--- src/rtl/pc_fetch_seq.sv ---
`default_nettype none
// ============================================================================
//  Module   : pc_fetch_seq
//  Purpose  : Multi-cycle fetch sequencer owning the PC, the IR and the
//             fetch handshake, with halt, fetch timeout and retire counter.
//  Revision : 1.0  initial release
// ============================================================================
module pc_fetch_seq #(
   parameter logic [29:0] RESET_PC = 30'h00000C00,
   parameter int          TIMEOUT  = 16,
   parameter int          CNT_W    = 32
) (
   input  logic             clk,
   input  logic             rst,
   output logic             imem_req,
   output logic [29:0]      imem_addr,
   input  logic             imem_ready,
   input  logic [31:0]      imem_rdata,
   input  logic [29:0]      npc_in,
   input  logic             commit,
   input  logic             halt,
   output logic [29:0]      pc,
   output logic [31:0]      ir,
   output logic             ir_valid,
   output logic             halted,
   output logic             fetch_err,
   output logic [CNT_W-1:0] retired
);

   // Wait counter only has to count up to TIMEOUT-1.
   localparam int                WAIT_W      = (TIMEOUT > 1) ? $clog2(TIMEOUT) : 1;
   localparam logic [WAIT_W-1:0] c_WAIT_LAST = WAIT_W'(TIMEOUT - 1);

   typedef enum logic [2:0] {
      S_IDLE   = 3'd0,
      S_FETCH  = 3'd1,
      S_EXEC   = 3'd2,
      S_HALTED = 3'd3,
      S_ERROR  = 3'd4
   } state_t;

   state_t            r_state;
   state_t            w_state_nxt;
   logic [WAIT_W-1:0] r_wait;
   logic [WAIT_W-1:0] w_wait_nxt;
   logic [29:0]       r_pc;
   logic [31:0]       r_ir;
   logic [CNT_W-1:0]  r_retired;
   logic              w_accept;
   logic              w_commit;

   always_comb begin
      w_state_nxt = r_state;
      w_wait_nxt  = r_wait;
      w_accept    = 1'b0;
      w_commit    = 1'b0;
      case (r_state)
         S_IDLE: begin
            w_state_nxt = halt ? S_HALTED : S_FETCH;
         end
         S_FETCH: begin
            // halt is deliberately not looked at: an issued fetch always completes.
            if (imem_ready) begin
               w_accept    = 1'b1;
               w_wait_nxt  = '0;
               w_state_nxt = S_EXEC;
            end else if (r_wait == c_WAIT_LAST) begin
               w_wait_nxt  = '0;
               w_state_nxt = S_ERROR;
            end else begin
               w_wait_nxt  = r_wait + WAIT_W'(1);
            end
         end
         S_EXEC: begin
            if (commit) begin
               w_commit    = 1'b1;
               w_state_nxt = halt ? S_HALTED : S_FETCH;
            end
         end
         S_HALTED: begin
            if (!halt) begin
               w_state_nxt = S_FETCH;
            end
         end
         S_ERROR: begin
            w_state_nxt = S_ERROR;
         end
         default: begin
            w_state_nxt = S_ERROR;
         end
      endcase
   end

   always_ff @(posedge clk or posedge rst) begin
      if (rst) begin
         r_state   <= S_IDLE;
         r_wait    <= '0;
         r_pc      <= RESET_PC;
         r_ir      <= '0;
         r_retired <= '0;
      end else begin
         r_state <= w_state_nxt;
         r_wait  <= w_wait_nxt;
         if (w_accept) begin
            r_ir <= imem_rdata;
         end
         if (w_commit) begin
            r_pc      <= npc_in;
            r_retired <= r_retired + CNT_W'(1);
         end
      end
   end

   assign imem_req  = (r_state == S_FETCH);
   assign ir_valid  = (r_state == S_EXEC);
   assign halted    = (r_state == S_HALTED);
   assign fetch_err = (r_state == S_ERROR);
   assign imem_addr = r_pc;
   assign pc        = r_pc;
   assign ir        = r_ir;
   assign retired   = r_retired;

endmodule
`default_nettype wire

--- config.mk ---
export PLATFORM = sky130hd
export DESIGN_NAME = pc_fetch_seq
export DESIGN_NICKNAME = d
export VERILOG_FILES = /design/src/rtl/pc_fetch_seq.sv
export SDC_FILE = /design/constraint.sdc
export NUM_CORES = 1
export LEC_CHECK = 0
export ABC_AREA = 1
export BUFFER_PORTS_ARGS = -buffer_cell sky130_fd_sc_hd__buf_2
export CORE_AREA = 3 3 100 102
export CTS_CLUSTER_DIAMETER = 80
export DETAILED_ROUTE_END_ITERATION = 10
export DIE_AREA = 0 0 103 105
export GPL_ROUTABILITY_DRIVEN = 1
export PLACE_DENSITY = 0.94
export SYNTH_ARGS = -nofsm -noshare
export SYNTH_HDL_FRONTEND = slang
export SYNTH_SLANG_ARGS = --single-unit
--- constraint.sdc ---
create_clock -name clk -period 7.4 [get_ports clk]
set_clock_uncertainty 0.1 [all_clocks]
set_input_delay 0.37 -clock clk [delete_from_list [all_inputs] [get_ports clk]]
set_output_delay 0.37 -clock clk [all_outputs]
set_load 0.02 [all_outputs]
==> Yosys cells after proc, flatten, opt, wreduce, memory -nomap -nowiden <==
Cells that the tools add are included.
{ "op_classes": {"div": 0, "eq_ne": 8, "shift": 0, "order_cmp": 0, "add_sub_neg": 2, "n_mux": 12, "bitwise_logic": 0, "multipliers": 0, "n_reduce_logical": 2} }
{ "op_table": {"columns": ["cell", "count"], "rows": [
  ["32-bit by 1-bit adder with 32-bit output, second input constant", 1],
  ["3-bit 2-to-1 mux", 4],
  ["3-bit one-hot mux with 4 select lines", 1],
  ["4-bit 2-to-1 mux", 2],
  ["3-bit by 2-bit equality test with 1-bit output, second input constant", 2],
  ["4-bit by 1-bit adder with 4-bit output, second input constant", 1],
  ["4-bit equality test, second input constant", 1],
  ["1-bit 2-to-1 mux", 4],
  ["2-bit != test, second input constant", 2],
  ["3-bit by 1-bit equality test with 1-bit output, second input constant", 1],
  ["3-bit equality test, second input constant", 1],
  ["3-bit logical NOT", 1],
  ["3-bit by 1-bit != test with 1-bit output, second input constant", 1],
  ["3-bit AND reduction", 1],
  ["2-bit 2-to-1 mux", 1]
]} }
{ "totals": {"regBits": 101, "mem_count": 0, "ram_bits": 0, "romBits": 0, "out_inout_bits": 128, "inputBits": 67, "latch_bits": 0} }

==> Depth between registers and ports, before layout <==
Gate-level depths: netlist of run 1.
{ "depth": {"ltp_word": 4, "depth_mapped": 9, "ltp_nobuf": 9} }

==> Worst setup path after synthesis of run 1 <==
No wires, ideal clock.
{ "synth_path": {"path_kind": "reg-to-reg", "from": "register r_state[1]", "to": "register r_state[1]", "synth_period_minus_slack_ps": 1744, "stages_incl_launch_ff": 5, "arrival_ps": 1517, "setup_time_ps": 127, "slack_ps": 5656, "cell_sequence": "dfrtp_1 nor3_1 nand3b_1 nand2_1 o21ai_0"} }
{ "synth_between": {"elab_chain_len": 3, "word_cells_on_any_way": 9} }
{ "synth_rtl": {"columns": ["element", "line_no", "source"], "rows": [
  ["start, declared", "42", "state_t r_state;"],
  ["start signal, assigned", "102", "r_state <= w_state_nxt;"],
  ["3-bit by 1-bit equality test with 1-bit output *", null, null],
  ["named net imem_req", "15", "output logic imem_req,"],
  ["3-bit by 1-bit != test with 1-bit output (no line)", null, null],
  ["3-bit AND reduction (no line)", null, null]
]} }
Mark *: on every way through the listed nets, which the timed path passes. The rest lies on a longest branch.
A chain may end at the register's enable or synchronous reset.

==> Final worst setup path of run 1 <==
{ "layout_path": {"from": "register r_state[0]", "to": "register r_pc[6] (netlist: imem_addr[6])"} }
{ "layout_between": {"elab_chain_len": 2} }
{ "layout_rtl": {"columns": ["element", "line_no", "source"], "rows": [
  ["3-bit by 2-bit equality test with 1-bit output", "57", "case (r_state)"],
  ["1-bit 2-to-1 mux", "57", null],
  ["end signal, assigned", "108", "r_pc <= npc_in;"],
  ["end, declared", "46", "logic [29:0] r_pc;"]
]} }
Every way passes these cells.

==> results.ini, run 1 <==
[synth]
syn_area_per_cell_um2=8.119
synth_edf_count=0
netlist_area_um2=4733
syn_inst=583
ys_seq_area_share_pct=53.45
ys_types=24
synth_top_family_by_area=simple AND/OR/NAND/NOR gates
synth_mux_area_share_pct=0
synth_xor_area_share_pct=3.701
synth_seq_cells=101
ys.flop_type=dfrtp_1
ys_async_sr_fraction_pct=100.0
yosysWarnings=0
yosys.area_share.simple_pct=31.75
synth_fa_ha_area_share_pct=0.5287
synth_nets=652
synth-compound-area-share_pct=1.190

[critical_path]
crit_arrival_ns=2.61
worst_path_most_repeated_cell=nand2_1
cp.depth=5
criticalPathCategory=reg -> reg
crit_buf_inv=1
cp_top_family=simple AND/OR/NAND/NOR gates
crit_required_ns=7.60
crit_path_end_kind=flip-flop
start_kind=flip-flop
reg2reg_depth=5
cpMaxStageDelayCell=inv_1
crit_path_max_fanout=44
cp_cell_sequence=nor2_4 -> nand3_4 -> inv_1 -> nand2_1 -> nand2_1
max_stage_delay_ns=0.90

[place]
port_buffers=194
numPlacedInstances=846
dp_hpwl_mm=8.923
gp_congestion=0.8747

[clock_tree]
cts_buffer_depth=2
ctsHoldBuffers=0
htree_levels=3
cts_buffers=9
tritoncts=built
numClockSinks=101
path_clk_slew_ns=0.11
cts_root_buffer=clkbuf_8
clock_latency_ns=0.36
ctsResizeCount=0
post-cts-setup-buffers=0

[timing]
period_minus_slack_ns=2.411
rsz0062_at_grt=no
timing.final.crit_share_pct=32.58
fmax_ghz=0.4147
worst_pin_slew_ns=0.9294
final_max_slew_viol_count=0
hold_ws_ns=-0.01620
hold_violations=14
setup_violations=0
tns_ns=0
maxSlewHeadroom_pct=37.97

[power]
p_per_area_nw_per_um2=176.0
p_leak_uw=0.003457
peakVddDrop_mv=0.09061
total_power_uw=1020

[floorplanning]
initial_core_util_pct=51.47
rows=35
die_h_um=105
die_w_um=103
die_area_um2=10820
core-area_um2=9196
pin_count=195

[drt]
routed_wl_mm=11.85
first_pass_iters=4
drtAntennaViolNets=0
drt-wirelength-per-cell_um=13.74
post-route-drc-count=0
num_vias=4222
vias_per_cell=4.898
drtIter0Drc=209

[final_layout]
final_common_cell=nand2_1
nets=815
stdcell_count=862
antenna_cells=0
final_cell_mix=nand2_1 (279), buf_2 (194), dfrtp_1 (99)
final_util_pct=63.02
layout-drive-gt1-share_pct=30.09
area_growth_pct=22.44

[run]
maxCapViolCount=0

[grt]
grt_pass1_wl_mm=19.17
grt_pass1_vias=4027
overflow=0
grt_max_degree=56
antenna_found_initial=0
grt_use_total_pct=22.25

[status]
status=complete, but fails checks
violations=hold timing

[min_path]
hold_path.class=in -> async

==> registers in the layout, summed over array words and instances (netlist names) <==
signal / count
ir: 32
retired: 32
imem_addr: 30
r_wait: 4
r_state: 3
==> power by group <==
group | internal (µW) | switching, µW | total [µW]
Combinational | 21.7 | 35.0 | 56.8
Sequential | 560 | 4.93 | 565
Clock | 196 | 202 | 398
==> layout make-up <==
class / count / area (µm²)
inverters: 42 / 160.2
repair buffers: 195 / 978.4
clock inverters: 7 / 105.1
clock buffers: 9 / 123.9
flip-flops and latches: 101 / 2530
fillers: 773 / 3401
multi-input cells: 397 / 1759
well taps: 111 / 138.9
==> synth_stat cells, types with 3 or more instances <==
master    number  area, µm²
nand2_1      279       1047
dfrtp_1       99       2477
inv_1         40      150.1
nor2_1        40      150.1
buf_4         30      225.2
nand3_1       16      80.08
xor2_1        12      105.1
buf_2         10      50.05
nand4_1        9      56.30
o21ai_0        9      45.04
xnor2_1        8      70.07
nand3b_1       5      37.54
nor2_4         4      45.04
nor3_1         4      20.02
clkbuf_1       3      11.26
nor3_2         3      30.03
==> path summary, 6_finish.rpt <==
kind / start / to / slack (ns)
setup / recovery: r_state[0] / imem_addr[6] / 4.99
hold / removal: rst / ir[1] / -0.02
setup reg to reg: r_state[0] / imem_addr[6] / 4.99
hold reg to reg: ir[30] / ir[30] / 0.38
max in group asynchronous: rst / imem_addr[14] / 6.16
min in group clk: npc_in[5] / imem_addr[5] / 0.09
==> logic make-up (layout without fill, tap and decap cells) <==
family,count (synthesis),after routing
simple gates,364,364
buf+inv,85,253
fa+ha+maj,2,2
xor+xnor,20,20
flops,101,101
compound gates,11,11
==> worst register-to-register path: stages, from the launching register on <==
cell,delay [ns]
dfrtp_1,0.45
nor2_4,0.19
nand3_4,0.46
inv_1,0.92
nand2_1,0.14
nand2_1,0.11
==> metal layers <==
| layer | GRT usage, % | wire length [µm] |
|---|---|---|
| met1 | 27.69 | 4692 |
| met2 | 36.66 | 5900 |
| met3 | 7.343 | 1088 |
| met4 | 6.198 | 164 |
| met5 | 0 | 0 |
==> metrics by stage <==
step | worst slack, ns | area, µm² | hold WS [ns]
2_1_floorplan | 4.286 | 4733 | 0.3617
3_3_place_gp | 5.069 | 5567 | 0.3490
3_5_place_dp | 4.955 | 5567 | 0.3539
4_1_cts | 4.952 | 5796 | 0.004862
5_1_grt | 4.690 | 5796 | 0.02033
6_report | 4.989 | 5796 | -0.01620
Note: power is estimated with default switching activity, not from simulation.
==> run 2: changes to the inputs <==
==> config.mk (replaced) <==
export PLATFORM = sky130hd
export DESIGN_NAME = pc_fetch_seq
export DESIGN_NICKNAME = d
export VERILOG_FILES = /design/src/rtl/pc_fetch_seq.sv
export SDC_FILE = /design/constraint.sdc
export NUM_CORES = 1
export LEC_CHECK = 0
export ABC_AREA = 0
export BUFFER_PORTS_ARGS = -buffer_cell sky130_fd_sc_hd__buf_2
export CORE_AREA = 3 3 105 107
export CTS_CLUSTER_DIAMETER = 80
export DETAILED_ROUTE_END_ITERATION = 10
export DIE_AREA = 0 0 108 110
export GPL_ROUTABILITY_DRIVEN = 1
export PLACE_DENSITY = 0.86
export SYNTH_ARGS = -nofsm -noshare
export SYNTH_HDL_FRONTEND = slang
export SYNTH_SLANG_ARGS = --single-unit
==> constraint.sdc (replaced) <==
create_clock -name clk -period 2.1 [get_ports clk]
set_clock_uncertainty 0.1 [all_clocks]
set_input_delay 0.105 -clock clk [delete_from_list [all_inputs] [get_ports clk]]
set_output_delay 0.105 -clock clk [all_outputs]
set_load 0.02 [all_outputs]
==> results.ini, run 2 <==
[status]
status=complete, no violations  ; was complete, but fails checks

[synth]
synth_edf_count=0  ; unchanged
yosysWarnings=0  ; unchanged
synthTopCellsByCount=dfrtp_1 (99), mux2_2 (63), buf_4 (30), xnor2_1 (26), nand2_1 (23)  ; was nand2_1 (279), dfrtp_1 (99), inv_1 (40), nor2_1 (40), buf_4 (30)
synth_nets=398  ; was 652
syn_area_per_cell_um2=13.25  ; was 8.119 µm²
ys_seq_area_share_pct=58.05  ; was 53.45%
ys.flop_type=dfrtp_1  ; unchanged
yosysMostFrequentCell=dfrtp_1  ; was nand2_1
yosys.area.top_type=dfrtp_1  ; unchanged
synth_seq_cells=101  ; unchanged
synth_top_area_share_pct=56.85  ; was 52.34%
netlist_area_um2=4358  ; was 4733 µm²
ys_types=38  ; was 24
yosys-top-cells-area=dfrtp_1 (57%), mux2_2 (16%), xnor2_1 (5.2%), buf_4 (5.2%), nand2_1 (2.0%)  ; was dfrtp_1 (52%), nand2_1 (22%), buf_4 (4.8%), inv_1 (3.2%), nor2_1 (3.2%)
ys_async_sr_fraction_pct=100.0  ; unchanged
syn_inst=329  ; was 583

[grt]
grt_max_degree=34  ; was 56
overflow=0  ; unchanged
grt_pass1_wl_mm=17.26  ; was 19.17 mm
grt_pass1_vias=3598  ; was 4,027
antenna_found_initial=0  ; unchanged
grt_use_total_pct=18.62  ; was 22.25%

[clock_tree]
clock_latency_ns=0.35  ; was 0.36 ns
htree_levels=3  ; unchanged
cts_buffer_depth=2  ; unchanged
tritoncts=built  ; unchanged
cts_buffers=9  ; unchanged
cts_root_buffer=clkbuf_8  ; unchanged
numClockSinks=101  ; unchanged
path_clk_slew_ns=0.09  ; was 0.11 ns

[power]
peakVddDrop_mv=0.7840  ; was 0.09061 mV
p_per_area_nw_per_um2=1190  ; was 176.0 nW/µm²
p_leak_uw=0.003196  ; was 0.003457 µW

[critical_path]
rr_startpoint=r_state[2]  ; was r_state[0]
crit_required_ns=2.24  ; was 7.60 ns
reg2reg_depth=5  ; unchanged
crit_path_end_kind=flip-flop  ; unchanged
max_stage_delay_ns=0.42  ; was 0.90 ns
start_kind=flip-flop  ; unchanged
crit_arrival_ns=2.19  ; was 2.61 ns
reg2reg_slack_ns=0.05  ; was 4.99 ns
criticalPathCategory=reg -> reg  ; unchanged
cpMaxStageDelayCell=dfrtp_1  ; was inv_1
cp_cell_sequence=buf_4 -> or3b_1 -> a311oi_1 -> o21ba_1 -> a31o_1  ; was nor2_4 -> nand3_4 -> inv_1 -> nand2_1 -> nand2_1
rr_endpoint=r_state[2]  ; was imem_addr[6]
crit_path_max_fanout=5  ; was 44

[drt]
drtAntennaViolNets=0  ; unchanged
routed_wl_mm=11.02  ; was 11.85 mm
vias_per_cell=4.807  ; was 4.898
post-route-drc-count=0  ; unchanged
first_pass_iters=4  ; unchanged
drt-wirelength-per-cell_um=15.30  ; was 13.74 µm
num_vias=3461  ; was 4,222
drtIter0Drc=103  ; was 209

[floorplanning]
initial_core_util_pct=42.60  ; was 51.47%
core-area_um2=10230  ; was 9196 µm²
die_w_um=108  ; was 103 µm
rows=37  ; was 35
die_h_um=110  ; was 105 µm
die_area_um2=11880  ; was 10,820 µm²
pin_count=195  ; unchanged

[timing]
setup_violations=0  ; unchanged
worst_pin_slew_ns=0.5635  ; was 0.9294 ns
rsz0062_at_grt=no  ; unchanged
fin_ws_ns=0.05481  ; was 4.989 ns
fmax_ghz=0.4890  ; was 0.4147 GHz
final_max_slew_viol_count=0  ; unchanged
maxSlewHeadroom_pct=62.35  ; was 37.97%
timing.final.crit_share_pct=97.39  ; was 32.58%
period_minus_slack_ns=2.045  ; was 2.411 ns
tns_ns=0  ; unchanged
hold_violations=0  ; was 14

[place]
port_buffers=194  ; unchanged
gp_congestion=0.7622  ; was 0.8747
dp_slack_ns=0.1135  ; was 4.955 ns
numPlacedInstances=635  ; was 846
dp_hpwl_mm=7.336  ; was 8.923 mm

[final_layout]
final_cell_mix=buf_2 (194), dfrtp_1 (98), dlygate4sd3_1 (65)  ; was nand2_1 (279), buf_2 (194), dfrtp_1 (99)
layout-drive-gt1-share_pct=51.54  ; was 30.09%
antenna_cells=0  ; unchanged
nets=648  ; was 815
area_growth_pct=42.98  ; was 22.44%
final_common_cell=buf_2  ; was nand2_1
stdcell_count=720  ; was 862
fill_cells=804  ; was 773

[run]
maxCapViolCount=0  ; unchanged

[min_path]
min_from=commit
hold-path-endpoint=retired[1]
hold_path.class=in -> reg  ; was in -> async
hold_depth=4

[run 2: cell count changes after synthesis, moves of 3 or more]
cell	previous run	this run
o21ai_0	9	4
nand2_1	279	23
xnor2_1	8	26
mux2_2	0	63
and3_1	0	3
buf_2	10	4
nor2_1	40	8
nor3_2	3	0
nand3b_1	5	0
inv_1	40	7
nand3_1	16	10
xor2_1	12	5
nor2_4	4	0
[run 2: per-layer routing]
layer | part of all wire [%] | track usage (%) | vias to the layer above
li1 | - | - | 1606
met1 | 39 | 21.89 | 1690
met2 | 52 | 32.86 | 141
met3 | 6.6 | 4.950 | 24
met4 | 2.4 | 6.853 | 0
met5 | 0 | 0 | -
[run 2: power breakdown]
part           switching [µW]  leakage (µW)  total [µW]  internal (µW)
clock network             647     0.0000923        1200            550
registers                 436       0.00128        3030           2600
logic                    1890       0.00182        3190           1300
[run 2: critical path, delay by kind of cell, from the launching register on]
| kind | cells | cell delay [ns] |
|---|---|---|
| AO/OA/AOI/OAI | 3 | 0.87 |
| buffers and inverters | 1 | 0.15 |
| flip-flops | 1 | 0.42 |
| AND/OR/NAND/NOR | 1 | 0.41 |
[run 2: cells by family after synthesis]
group	synth area share (%)
adder cells (fa/ha/maj)	0.5741
AND/OR/NAND/NOR	9.963
buffers and inverters	6.747
AO/OA/AOI/OAI	1.924
flip-flops	58.05
XOR/XNOR	6.230
multiplexers	16.51
[run 2: how the worst max path moves through the flow]
stage / cells past startpoint / endpoint / startpoint
floorplan: 5 / retired[27] / retired[8]
global placement: 5 / retired[27] / r_state[2]
detailed placement: 5 / retired[27] / r_state[2]
CTS: 5 / retired[27] / r_state[2]
global route: 5 / r_state[2] / r_state[2]
finish: 5 / r_state[2] / r_state[2]
[run 2: what timing repair did]
item / CTS / global route
setup endpoints to repair: 0 / 7
resized for setup: 0 / 1
buffers inserted: 0 / 4
hold buffers: 65 / 0
hold endpoints to repair: 89 / 0
[run 2: metrics by stage]
step / instance area (µm²) / utilization, % / power, µW / hold slack [ns]
after floorplan: 4362 / - / 5263 / 0.1130
after global placement: 5358 / 52.37 / 5988 / 0.07997
after detailed placement: 5358 / 52.37 / 6097 / 0.09275
after CTS: 6200 / 60.60 / 7404 / 0.05718
after global routing: 6231 / 60.90 / 7856 / 0.09652
final: 6231 / 60.90 / 7416 / 0.08805
[run 2: layout make-up]
cell class	count	area, µm²	share of cell area, %
well taps	136	170.2	2.731
repair buffers	277	1769	28.39
clock inverters	6	63.81	1.024
clock buffers	10	127.6	2.048
flip-flops and latches	101	2531	40.62
multi-input cells	183	1539	24.70
inverters	7	30.03	0.4819
==> run 3: changes to the inputs <==
--- a/config.mk
+++ b/config.mk
@@ -7,12 +7,13 @@
 export LEC_CHECK = 0
 export ABC_AREA = 0
 export BUFFER_PORTS_ARGS = -buffer_cell sky130_fd_sc_hd__buf_2
-export CORE_AREA = 3 3 105 107
+export CORE_AREA = 3 3 97 99
 export CTS_CLUSTER_DIAMETER = 80
 export DETAILED_ROUTE_END_ITERATION = 10
-export DIE_AREA = 0 0 108 110
+export DIE_AREA = 0 0 100 102
 export GPL_ROUTABILITY_DRIVEN = 1
-export PLACE_DENSITY = 0.86
+export PLACE_DENSITY = 0.94
+export SLEW_MARGIN = 20
 export SYNTH_ARGS = -nofsm -noshare
 export SYNTH_HDL_FRONTEND = slang
 export SYNTH_SLANG_ARGS = --single-unit
==> constraint.sdc (replaced) <==
create_clock -name clk -period 2.4 [get_ports clk]
set_clock_uncertainty 0.1 [all_clocks]
set_input_delay 0.12 -clock clk [delete_from_list [all_inputs] [get_ports clk]]
set_output_delay 0.12 -clock clk [all_outputs]
set_load 0.02 [all_outputs]
==> results.ini, run 3 (synthesis gave the netlist of run 2 again) <==
[status]
status=complete, no violations  ; unchanged

[drt]
drtAntennaViolNets=0  ; unchanged
first_pass_iters=4  ; unchanged
num_vias=3413  ; was 3,461
post-route-drc-count=0  ; unchanged
vias_per_cell=5.019  ; was 4.807
routed_wl_mm=11.39  ; was 11.02 mm
drtIter0Drc=70  ; was 103
drt-wirelength-per-cell_um=16.75  ; was 15.30 µm

[run]
maxCapViolCount=0  ; unchanged

[floorplanning]
initial_core_util_pct=50.46  ; was 42.60%
core-area_um2=8636  ; was 10,230 µm²
die_h_um=102  ; was 110 µm
rows=34  ; was 37
die_area_um2=10200  ; was 11,880 µm²
die_w_um=100  ; was 108 µm
pin_count=195  ; unchanged

[timing]
maxSlewHeadroom_pct=64.95  ; was 62.35%
period_minus_slack_ns=2.056  ; was 2.045 ns
timing.final.crit_share_pct=85.66  ; was 97.39%
hold_violations=0  ; unchanged
setup_violations=0  ; unchanged
worst_pin_slew_ns=0.5257  ; was 0.5635 ns
fmax_ghz=0.4864  ; was 0.4890 GHz
tns_ns=0  ; unchanged
hold_ws_ns=0.05190  ; was 0.08805 ns
rsz0062_at_grt=no  ; unchanged
final_max_slew_viol_count=0  ; unchanged

[final_layout]
multi_input_area_um2=1539  ; unchanged
area_growth_pct=40.40  ; was 42.98%
nets=636  ; was 648
final_util_pct=70.85  ; was 60.90%
fill_cells=582  ; was 804
final_cell_mix=buf_2 (194), dfrtp_1 (99), dlygate4sd3_1 (64)  ; was buf_2 (194), dfrtp_1 (98), dlygate4sd3_1 (65)
seqCellArea_um2=2530  ; was 2531 µm²
stdcell_count=680  ; was 720
layout-drive-gt1-share_pct=50.35  ; was 51.54%
design_area_um2=6118  ; was 6231 µm²
final_common_cell=buf_2  ; unchanged
antenna_cells=0  ; unchanged

[critical_path]
cp_top_family=simple AND/OR/NAND/NOR gates  ; was compound AO/OA/AOI/OAI gates
crit_buf_inv=0  ; was 1
max_stage_delay_ns=0.60  ; was 0.42 ns
crit_path_max_fanout=7  ; was 5
crit_required_ns=2.55  ; was 2.24 ns
crit_path_end_kind=flip-flop  ; unchanged
criticalPathCategory=reg -> reg  ; unchanged
crit_arrival_ns=2.20  ; was 2.19 ns
cpMaxStageDelayCell=or4_4  ; was dfrtp_1
cp_cell_sequence=nand4bb_2 -> or4_4 -> nor3_4 -> nand4_1 -> xnor2_1  ; was buf_4 -> or3b_1 -> a311oi_1 -> o21ba_1 -> a31o_1
start_kind=flip-flop  ; unchanged

[grt]
overflow=0  ; unchanged
grt_pass1_vias=3709  ; was 3,598
grt_use_total_pct=22.19  ; was 18.62%
grt_pass1_wl_mm=17.83  ; was 17.26 mm
antenna_found_initial=0  ; unchanged
grt_max_degree=102  ; was 34

[clock_tree]
path_clk_slew_ns=0.10  ; was 0.09 ns
post-cts-setup-buffers=0  ; unchanged
cts_root_buffer=clkbuf_8  ; unchanged
numClockSinks=101  ; unchanged
tritoncts=built  ; unchanged
clock_latency_ns=0.37  ; was 0.35 ns
cts_buffer_depth=2  ; unchanged
htree_levels=3  ; unchanged
cts_buffers=9  ; unchanged

[place]
place_area_um2=5283  ; was 5358 µm²
gp_congestion=0.8380  ; was 0.7622
port_buffers=194  ; unchanged
dp_hpwl_mm=7.199  ; was 7.336 mm
numPlacedInstances=600  ; was 635

[power]
peakVddDrop_mv=0.6900  ; was 0.7840 mV
p_per_area_nw_per_um2=1065  ; was 1190 nW/µm²
p_leak_uw=0.003144  ; was 0.003196 µW

[min_path]
hold_path.class=in -> reg  ; unchanged

-- run 3: changes by cell type in the layout (fill, tap and decap cells not counted), sizes merged --
| cell | change |
|---|---|
| dlygate4sd3 | -1 |
| clkbuf | +2 |
| buf | -11 |
| clkinv | -2 |
-- run 3: layout make-up --
type,instances,share of cell area [%]
Multi-Input combinational cell,183,25.15
Inverter,7,0.4908
Clock buffer,12,2.372
Timing Repair Buffer,265,27.61
Tap cell,108,2.209
Sequential cell,101,41.35
Clock inverter,4,0.8180
-- run 3: report_power, final --
part,internal [µW],switching [µW]
registers,2270,403
clock network,510,570
logic,1100,1660
-- run 3: stage by stage --
| stage | total power [µW] | setup WS, ns |
|---|---|---|
| after floorplan | 4605 | 0.3822 |
| after global placement | 5215 | 0.4258 |
| after detailed placement | 5335 | 0.3490 |
| after CTS | 6495 | 0.3250 |
| after global routing | 6851 | 0.2091 |
| final | 6515 | 0.3441 |
-- run 3: worst reg2reg max path, stage by stage (launching register included) --
cell and delay (ns):
dfrtp_1 0.45, nand4bb_2 0.28, or4_4 0.60, nor3_4 0.21, nand4_1 0.15, xnor2_1 0.14
-- run 3: what timing repair did --
item / in CTS / in global routing
hold buffers: 64 / 0
gates resized for setup: 0 / 0
hold endpoints to repair: 163 / 0
-- run 3: worst paths after layout --
kind                                  start             to  slack, ns  cells past startpoint
worst max-delay path             r_state[0]    retired[27]       0.34                      5
worst min-delay path                   halt     r_state[1]       0.05                      3
worst max register to register   r_state[0]    retired[27]       0.34                      5
worst min register to register  retired[31]    retired[31]       0.38                      1
max in group asynchronous               rst  imem_addr[10]       1.45                      4
min in group asynchronous               rst   imem_addr[3]       0.35                      4
-- run 3: layer usage --
layer  wire length [µm]  share of wire [%]  vias to the layer above  global-route usage, %
met5                  0                  0                        -                      0
met4                281                2.5                        0                  9.223
met3                727                6.4                       23                  6.075
met2               6057                 53                      138                  40.33
met1               4328                 38                     1672                  24.59
li1                   -                  -                     1580                      -
